**src/rtl/cla_nibble_sequencer.sv**
```systemverilog
// ---------------------------------------------------------------------------
// cla_nibble_sequencer
//
// Performs WIDTH-bit add/subtract (WIDTH = 4*NIBBLES) using one external
// 4-bit carry look-ahead slice. It feeds the slice one nibble per cycle,
// LSB first, and carries the slice carry-out forward as the next nibble's
// carry-in.
//
// Ports
//   clk        : sole clock, rising edge
//   rst_n      : synchronous active-low reset
//   in_valid   : operand request
//   in_ready   : operands accepted (high only in IDLE)
//   a, b       : WIDTH-bit operands
//   cin        : carry-in (add) / borrow-in (sub)
//   sub        : 0 = a+b+cin, 1 = a-b-cin
//   out_valid  : result available (DONE)
//   out_ready  : consumer accepts result
//   sum        : WIDTH-bit result (0 outside DONE)
//   cout       : raw MSB carry-out; for sub, 1 = no borrow
//   overflow   : two's-complement overflow
//   cla_a/b    : nibble operands to the slice (0 outside RUN)
//   cla_cin    : slice carry-in (0 outside RUN)
//   cla_sum    : slice sum (combinational from cla_* outputs)
//   cla_cout   : slice carry-out (combinational from cla_* outputs)
// ---------------------------------------------------------------------------
module cla_nibble_sequencer #(
   parameter int NIBBLES = 4
) (
   input  logic                   clk,
   input  logic                   rst_n,
   input  logic                   in_valid,
   output logic                   in_ready,
   input  logic [4*NIBBLES-1:0]   a,
   input  logic [4*NIBBLES-1:0]   b,
   input  logic                   cin,
   input  logic                   sub,
   output logic                   out_valid,
   input  logic                   out_ready,
   output logic [4*NIBBLES-1:0]   sum,
   output logic                   cout,
   output logic                   overflow,
   output logic [3:0]             cla_a,
   output logic [3:0]             cla_b,
   output logic                   cla_cin,
   input  logic [3:0]             cla_sum,
   input  logic                   cla_cout
);

   localparam int WIDTH = 4 * NIBBLES;
   localparam int IW    = (NIBBLES > 1) ? $clog2(NIBBLES) : 1;
   localparam logic [IW-1:0] LAST_IDX = IW'(NIBBLES - 1);

   typedef enum logic [1:0] {
      IDLE = 2'd0,
      RUN  = 2'd1,
      DONE = 2'd2
   } state_t;

   state_t            state_reg;
   logic [WIDTH-1:0]  a_reg;
   logic [WIDTH-1:0]  b_reg;
   logic [WIDTH-1:0]  sum_reg;
   logic              carry_reg;
   logic [IW-1:0]     idx_reg;
   logic              sign_a_reg;
   logic              sign_b_reg;

   // Subtraction is a + ~b + 1; the borrow-in flips the injected carry.
   logic [WIDTH-1:0]  b_eff;
   logic [WIDTH-1:0]  sum_next;

   assign b_eff = sub ? ~b : b;

   // Slice results enter from the top so that after NIBBLES shifts the
   // first (least significant) nibble has reached bit 0.
   generate
      if (NIBBLES == 1) begin : g_single
         assign sum_next = cla_sum;
      end else begin : g_multi
         assign sum_next = {cla_sum, sum_reg[WIDTH-1:4]};
      end
   endgenerate

   always_ff @(posedge clk) begin
      if (!rst_n) begin
         state_reg  <= IDLE;
         a_reg      <= '0;
         b_reg      <= '0;
         sum_reg    <= '0;
         carry_reg  <= 1'b0;
         idx_reg    <= '0;
         sign_a_reg <= 1'b0;
         sign_b_reg <= 1'b0;
      end else begin
         case (state_reg)
            IDLE: begin
               if (in_valid) begin
                  a_reg      <= a;
                  b_reg      <= b_eff;
                  sum_reg    <= '0;
                  carry_reg  <= cin ^ sub;
                  idx_reg    <= '0;
                  sign_a_reg <= a[WIDTH-1];
                  sign_b_reg <= b_eff[WIDTH-1];
                  state_reg  <= RUN;
               end
            end
            RUN: begin
               a_reg     <= a_reg >> 4;
               b_reg     <= b_reg >> 4;
               sum_reg   <= sum_next;
               carry_reg <= cla_cout;
               idx_reg   <= idx_reg + IW'(1);
               if (idx_reg == LAST_IDX) begin
                  state_reg <= DONE;
               end
            end
            DONE: begin
               if (out_ready) begin
                  state_reg <= IDLE;
               end
            end
            default: begin
               state_reg <= IDLE;
            end
         endcase
      end
   end

   // Outputs are pure decodes of registered state, so they change only on
   // clock edges and are forced to zero outside their active phase.
   assign in_ready  = (state_reg == IDLE);
   assign out_valid = (state_reg == DONE);

   assign cla_a   = (state_reg == RUN) ? a_reg[3:0] : 4'd0;
   assign cla_b   = (state_reg == RUN) ? b_reg[3:0] : 4'd0;
   assign cla_cin = (state_reg == RUN) && carry_reg;

   assign sum      = (state_reg == DONE) ? sum_reg : '0;
   assign cout     = (state_reg == DONE) && carry_reg;
   assign overflow = (state_reg == DONE) &&
                     (sign_a_reg == sign_b_reg) &&
                     (sum_reg[WIDTH-1] != sign_a_reg);

endmodule

```
**config.mk**
```make
export PLATFORM = sky130hd
export DESIGN_NAME = cla_nibble_sequencer
export DESIGN_NICKNAME = d
export VERILOG_FILES = /design/src/rtl/cla_nibble_sequencer.sv
export SDC_FILE = /design/constraint.sdc
export NUM_CORES = 1
export LEC_CHECK = 0
export ABC_AREA = 0
export CAP_MARGIN = 20
export CORE_UTILIZATION = 30
export CTS_BUF_LIST = sky130_fd_sc_hd__clkbuf_4
export DETAILED_ROUTE_END_ITERATION = 12
export GPL_ROUTABILITY_DRIVEN = 1
export SLEW_MARGIN = 30
export SYNTH_ARGS = -nofsm -noshare
export SYNTH_HDL_FRONTEND = slang
export SYNTH_SLANG_ARGS = --single-unit
```
**constraint.sdc**
```tcl
create_clock -name clk -period 1.7 [get_ports clk]
set_input_delay 0.17 -clock clk [delete_from_list [all_inputs] [get_ports clk]]
set_output_delay 0.17 -clock clk [all_outputs]
set_load 0.05 [all_outputs]
```
==> results of run 1 <==
-- layout by cell type (no fill, tap or decap), types with 12 or more instances in the layout --
cell type        count
clkdlybuf4s50_1     42
buf_4               17
mux2i_1             12
o211a_1             13
buf_12              30
and2_1              17
nand3_1             21
a21boi_0            20
nor2_1              12
nand2_1             39
dfxtp_1             53
-- worst max-delay path by stage --
stage | slack, ns | endpoint
finish | 0.05 | overflow
global route | -0.04 | sum[10]
CTS | 0.002 | overflow
detailed placement | -0.01 | carry_reg
global placement | 0.04 | carry_reg
floorplan | -0.08 | overflow
-- what timing repair did --
action | in CTS | in global routing
gates cloned | 2 | 0
endpoints found under the setup margin | 28 | 27
gates resized for setup | 12 | 11
pin swaps | 0 | 0
endpoints found under the hold margin | 0 | 0
setup buffers | 5 | 2
-- cells by family (layout without fill, tap and decap cells) --
family                   after synthesis  in the layout  synth area share (%)
AND/OR/NAND/NOR                      116            117                  22.3
AO/OA/AOI/OAI                         58             58                  19.5
flip-flops                            55             55                  41.5
buffers and inverters                 27            101                  6.13
XOR/XNOR                              17             17                  5.61
multiplexers                          12             12                  4.53
adder cells (fa/ha/maj)                1              1                 0.472
-- power groups by stage --
stage | clock [uW] | sequential (uW) | combinational (uW)
global placement | 0 | 1450 | 550
detailed placement | 0 | 1450 | 554
floorplan | 0 | 1430 | 348
CTS | 601 | 1420 | 579
global route | 662 | 1430 | 632
finish | 576 | 1420 | 584
-- synthesized netlist by cell type, types with 3 or more instances --
| master | count |
|---|---|
| buf_6 | 3 |
| and2_1 | 28 |
| xnor2_1 | 8 |
| a222oi_1 | 4 |
| nor2b_1 | 9 |
| clkbuf_1 | 7 |
| a21boi_0 | 21 |
| dfxtp_1 | 55 |
| buf_2 | 10 |
| nor2_1 | 12 |
| a22oi_1 | 4 |
| xor2_1 | 9 |
| a221o_1 | 8 |
| mux2i_1 | 12 |
| nand3_1 | 21 |
| nand2_1 | 39 |
| a21boi_1 | 4 |
| buf_4 | 4 |
| o211a_1 | 13 |
-- metrics by stage --
stage                     total power [uW]  util, %
after detailed placement              2000     44.6
after global placement                2000     44.6
after CTS                             2600     46.2
after global routing                  2730     46.8
final                                 2580     46.8
after floorplan                       1780        -
-- routing by layer --
| layer | track usage, % | routed length (um) | vias to the layer above |
|---|---|---|---|
| li1 | - | - | 1129 |
| met1 | 21.6 | 3220 | 1064 |
| met3 | 3.00 | 285 | 4 |
| met5 | 0 | 0 | - |
| met4 | 3.73 | 49 | 0 |
| met2 | 22.4 | 2990 | 43 |
-- worst max-delay path, delay by kind of cell (launching register included) --
kind | cells | cell delay, ns
AOI/OAI and AO/OA | 1 | 0.20
and+or+nand+nor | 1 | 0.20
buffers and inverters | 2 | 0.32
DFF | 1 | 0.40
-- final cells by class --
class	count	area [um2]	area share, %
clock buffer	6	45.0	1.15
clock inverter	2	12.5	0.319
timing repair buffer	92	1180	30.2
multi-input combinational	205	1440	36.6
inverter	1	3.75	0.0958
sequential	55	1110	28.3
tap	105	131	3.35
==> reports/results.tsv, run 1 <==
metric	value	unit
main area contributors after synthesis	dfxtp_1, and2_1, a21boi_0, nand2_1, o211a_1	
CTS clk-pin slew, worst paths	0.16	ns
core area	8380	um2
max-slew violation count	0	
DR WL/cell	14.0	um
Synth top area share	41.5	%
Clock Power Share	22.3	%
slowest CP cell	dfxtp_4	
Top Ports	72	
worst skew pair latency	0.37	ns
Crit path arrival time	1.48	ns
Die Area	9220	um2
sequential share of power	55.0	%
Max-Cap Viols	0	
initial core utilization	31.6	%
CP max FO	10	
number of synthesized flops with an enable pin	0	
Post-route DRC	0	
# rows	33	
hold path startpoint	cla_sum[3]	
Nets	404	
CTS HTree Levels	2	
Setup violations, final	0	
synthesized flop and latch total	55	
Vias/cell	4.81	
Sw Ratio	28.0	%
Mapped Cells	286	
Worst VDD drop	436	uV
WP data required	1.53	ns
DR pass1 iterations	5	
startpoint types	flip-flop	
Synth Warn #	0	
first-pass GRT wire length	10.7	mm
Worst Setup End Kind	primary output	
status	finished clean	
fillers	811	
Antenna Nets Post-Route	0	
vias	2240	
largest net degree at the start of global routing	47	
root buf cell	clkbuf_4	
R2R setup slack	0.12	ns
dpl cell area	3740	um2
cell internal pwr	1860	uW
Die H	96.0	um
final setup margin	0.0483	ns
Crit Path Class	reg -> out	
Final Hold Fails	0	
Num CTS Buffers	5	
top_reg_cell synth	dfxtp_1	
part of the cycle the worst path needs	97.2	%
Place WS	-0.0111	ns
critical-path cell list	nor2b_4 > buf_6 > a21boi_2 > buf_12	
Power Density	658	nW/um2
PortBufs	71	
RSZ-0062 raised after global routing	true	
vias in the first global route	2081	
drt total wl	6.54	mm
Post-Syn Area	2650	um2
Worst slew margin	70.4	%
max incr delay on CP	0.40	ns
die width	96.0	um
clock sinks	55	
Switching Power	723	uW
initial antenna violation count	0	
first-iteration detailed-routing DRC count	129	
Worst Setup SP	state_reg[1]	
P_leak	0.00159	uW
Congestion Overflow GR	0	
dpl hpwl	4.39	mm
Mapped Nets	330	
synth unique cells	34	
layout cells sized above 1	21.9	%
FF-to-FF path depth	5	
power share of the combinational group	22.6	%
worst slew pin tran	0.443	ns
setup_tns	0	ns
Placed Cells	449	
final std cell area, no fill	3920	um2
fin crit period	1.65	ns
hold slack	0.343	ns
reg2reg end	b_reg[7]	
fin cells	466	
area growth from synthesis to layout	47.8	%
Worst Skew	0.0179	ns
hold depth	3	
fmax	605	MHz
global placement routability congestion	0.723	
reg2reg start	state_reg[0]	
Avg Inst Size Synth	9.27	um2
sequential share of the synthesized area	41.5	%
ant diodes	0	
CTS tree	done	
Min-Delay Path Class	in -> reg	
area leader, netlist	dfxtp_1	
CTS Buffer Depth	2	
overall routing resource usage	14.9	%
Hold Path Sink	sum_reg[15]	
Async SR Flop Fraction	0	%
hold_buf cts	0	
(Power assumes the default switching activity.)
==> run 2, diff against run 1 <==
--- a/config.mk
+++ b/config.mk
@@ -10,6 +10,7 @@
 export CORE_UTILIZATION = 30
 export CTS_BUF_LIST = sky130_fd_sc_hd__clkbuf_4
 export DETAILED_ROUTE_END_ITERATION = 12
+export DONT_BUFFER_PORTS = 1
 export GPL_ROUTABILITY_DRIVEN = 1
 export SLEW_MARGIN = 30
 export SYNTH_ARGS = -nofsm -noshare
==> run 2 against run 1 <==
Net effect: core utilization shrank 7.2 points; non-clock buffer count is 38 lower; maximum frequency increased by 1.0%; hold slack got worse by 0.32 ns; die area is the same; design area fell by 15%; count of clock-buffer cells in the layout fell by 1; sequential cell count unchanged; clock skew shrank 0.0056 ns; register-to-register slack better by 0.19 ns; highest routed layer unchanged.
==> reports/results.tsv, run 2 (synthesis gave the netlist of run 1 again) <==
metric	value	unit
Power Density	726	nW/um2
Vias/cell	4.91	
overall routing resource usage	13.4	%
Min-Delay Path Class	in -> reg	
global placement routability congestion	0.742	
drt total wl	6.20	mm
Congestion Overflow GR	0	
Crit Path Class	reg -> out	
clock sinks	55	
core area	8380	um2
status	finished clean	
Nets	366	
final std cell area, no fill	3310	um2
first-iteration detailed-routing DRC count	156	
Crit path arrival time	1.47	ns
# rows	33	
CTS Buffer Depth	2	
R2R setup slack	0.31	ns
most frequent cells in the layout	dfxtp_1, nand2_1, and2_1	
final core occ	39.5	%
Max-Cap Viols	0	
Die H	96.0	um
Num CTS Buffers	5	
initial antenna violation count	0	
vias	2097	
Top Ports	72	
PortBufs	0	
Antenna Nets Post-Route	0	
reg2reg start	state_reg[0]	
first-pass GRT wire length	9.54	mm
startpoint types	flip-flop	
layout cells sized above 1	17.4	%
CTS tree	done	
dpl cell area	3030	um2
worst skew pair latency	0.37	ns
die width	96.0	um
CP Capture Point	overflow	
Worst VDD drop	385	uV
Worst Setup End Kind	primary output	
Die Area	9220	um2
CTS clk-pin slew, worst paths	0.15	ns
Worst Setup SP	state_reg[1]	
part of the cycle the worst path needs	96.2	%
number of cells on the critical path	3	
DR WL/cell	14.5	um
max-slew violation count	0	
hold slack	0.0221	ns
slowest CP cell	dfxtp_4	
fmax	612	MHz
CTS HTree Levels	2	
P_leak	0.00136	uW
DR pass1 iterations	4	
fillers	829	
Setup violations, final	0	
root buf cell	clkbuf_4	
Worst Skew	0.0123	ns
ant diodes	0	
dpl hpwl	4.23	mm
worst slew pin tran	0.486	ns
Worst slew margin	67.6	%
Top delay family on crit path	flip-flops	
vias in the first global route	1929	
fin crit period	1.64	ns
initial core utilization	31.6	%
FF-to-FF path depth	4	
max incr delay on CP	0.41	ns
critical-path cell list	nor2b_4 > a21boi_1 > buf_4	
RSZ-0062 raised after global routing	true	
area growth from synthesis to layout	25.0	%
CP max FO	10	
Post-route DRC	0	
leading cell type in the layout, fill and taps excluded	dfxtp_1	
largest net degree at the start of global routing	48	
WP data required	1.53	ns
Final Hold Fails	0	
reg2reg end	carry_reg	
setup_tns	0	ns
WP buf/inv	1	
[run 2: cell count changes in the layout (fill, tap and decap cells not counted), sizes merged]
cell           delta
clkdlybuf4s50    -42
clkinvlp          -1
clkbuf            -1
clkinv            +1
buf               -9
dlygate4sd3      +13
[run 2: worst reg2reg max path: cells and delay by family (launching register included)]
| kind | cells | cell delay (ns) |
|---|---|---|
| AO/OA/AOI/OAI | 1 | 0.21 |
| buffers and inverters | 1 | 0.23 |
| flip-flops | 1 | 0.42 |
| AND/OR/NAND/NOR | 2 | 0.44 |
[run 2: area by class of cell]
cell class / count / area [um2] / share of cell area [%]
Clock inverter: 2 / 8.76 / 0.264
Tap cell: 105 / 131 / 3.96
Inverter: 1 / 3.75 / 0.113
Clock buffer: 5 / 37.5 / 1.13
Multi-Input combinational cell: 205 / 1410 / 42.4
Timing Repair Buffer: 54 / 619 / 18.7
Sequential cell: 55 / 1110 / 33.4
[run 2: repair_timing]
action	in CTS	in global routing
pin swaps	0	0
hold endpoints to repair	47	0
hold buffers	14	0
resized for setup	5	16
setup endpoints to repair	28	23
cloned	0	1
buffers inserted	0	1
[run 2: metal layers]
layer  track usage [%]  vias to the layer above  wire length, um
met5                 0                        -                0
met4              3.73                        0               34
met3              4.82                        4              473
met2              21.1                       43             2860
met1              17.2                      995             2830
li1                  -                     1055                -
[run 2: power breakdown]
part	switching [uW]	internal (uW)
Clock	384	148
Combinational	232	220
Sequential	53.2	1370
[run 2: worst min-delay path by stage]
| stage | from | end | slack (ns) | cells past startpoint |
|---|---|---|---|---|
| after global routing | b[15] | sign_b_reg | 0.02 | 3 |
| after detailed placement | rst_n | state_reg[0] | 0.30 | 1 |
| after global placement | rst_n | state_reg[0] | 0.30 | 1 |
| after floorplan | cla_sum[2] | sum_reg[14] | 0.30 | 2 |
| after CTS | b[15] | b_reg[15] | 0.002 | 3 |
| final | b[15] | sign_b_reg | 0.02 | 3 |
[run 2: through the flow]
step | power [uW] | worst slack, ns | std cells
CTS | 2440 | 0.0246 | 425
finish | 2410 | 0.0649 | 427
detailed placement | 1850 | 0.239 | 404
floorplan | 1780 | -0.0761 | 286
global route | 2540 | -0.00674 | 427
global placement | 1850 | 0.268 | 404
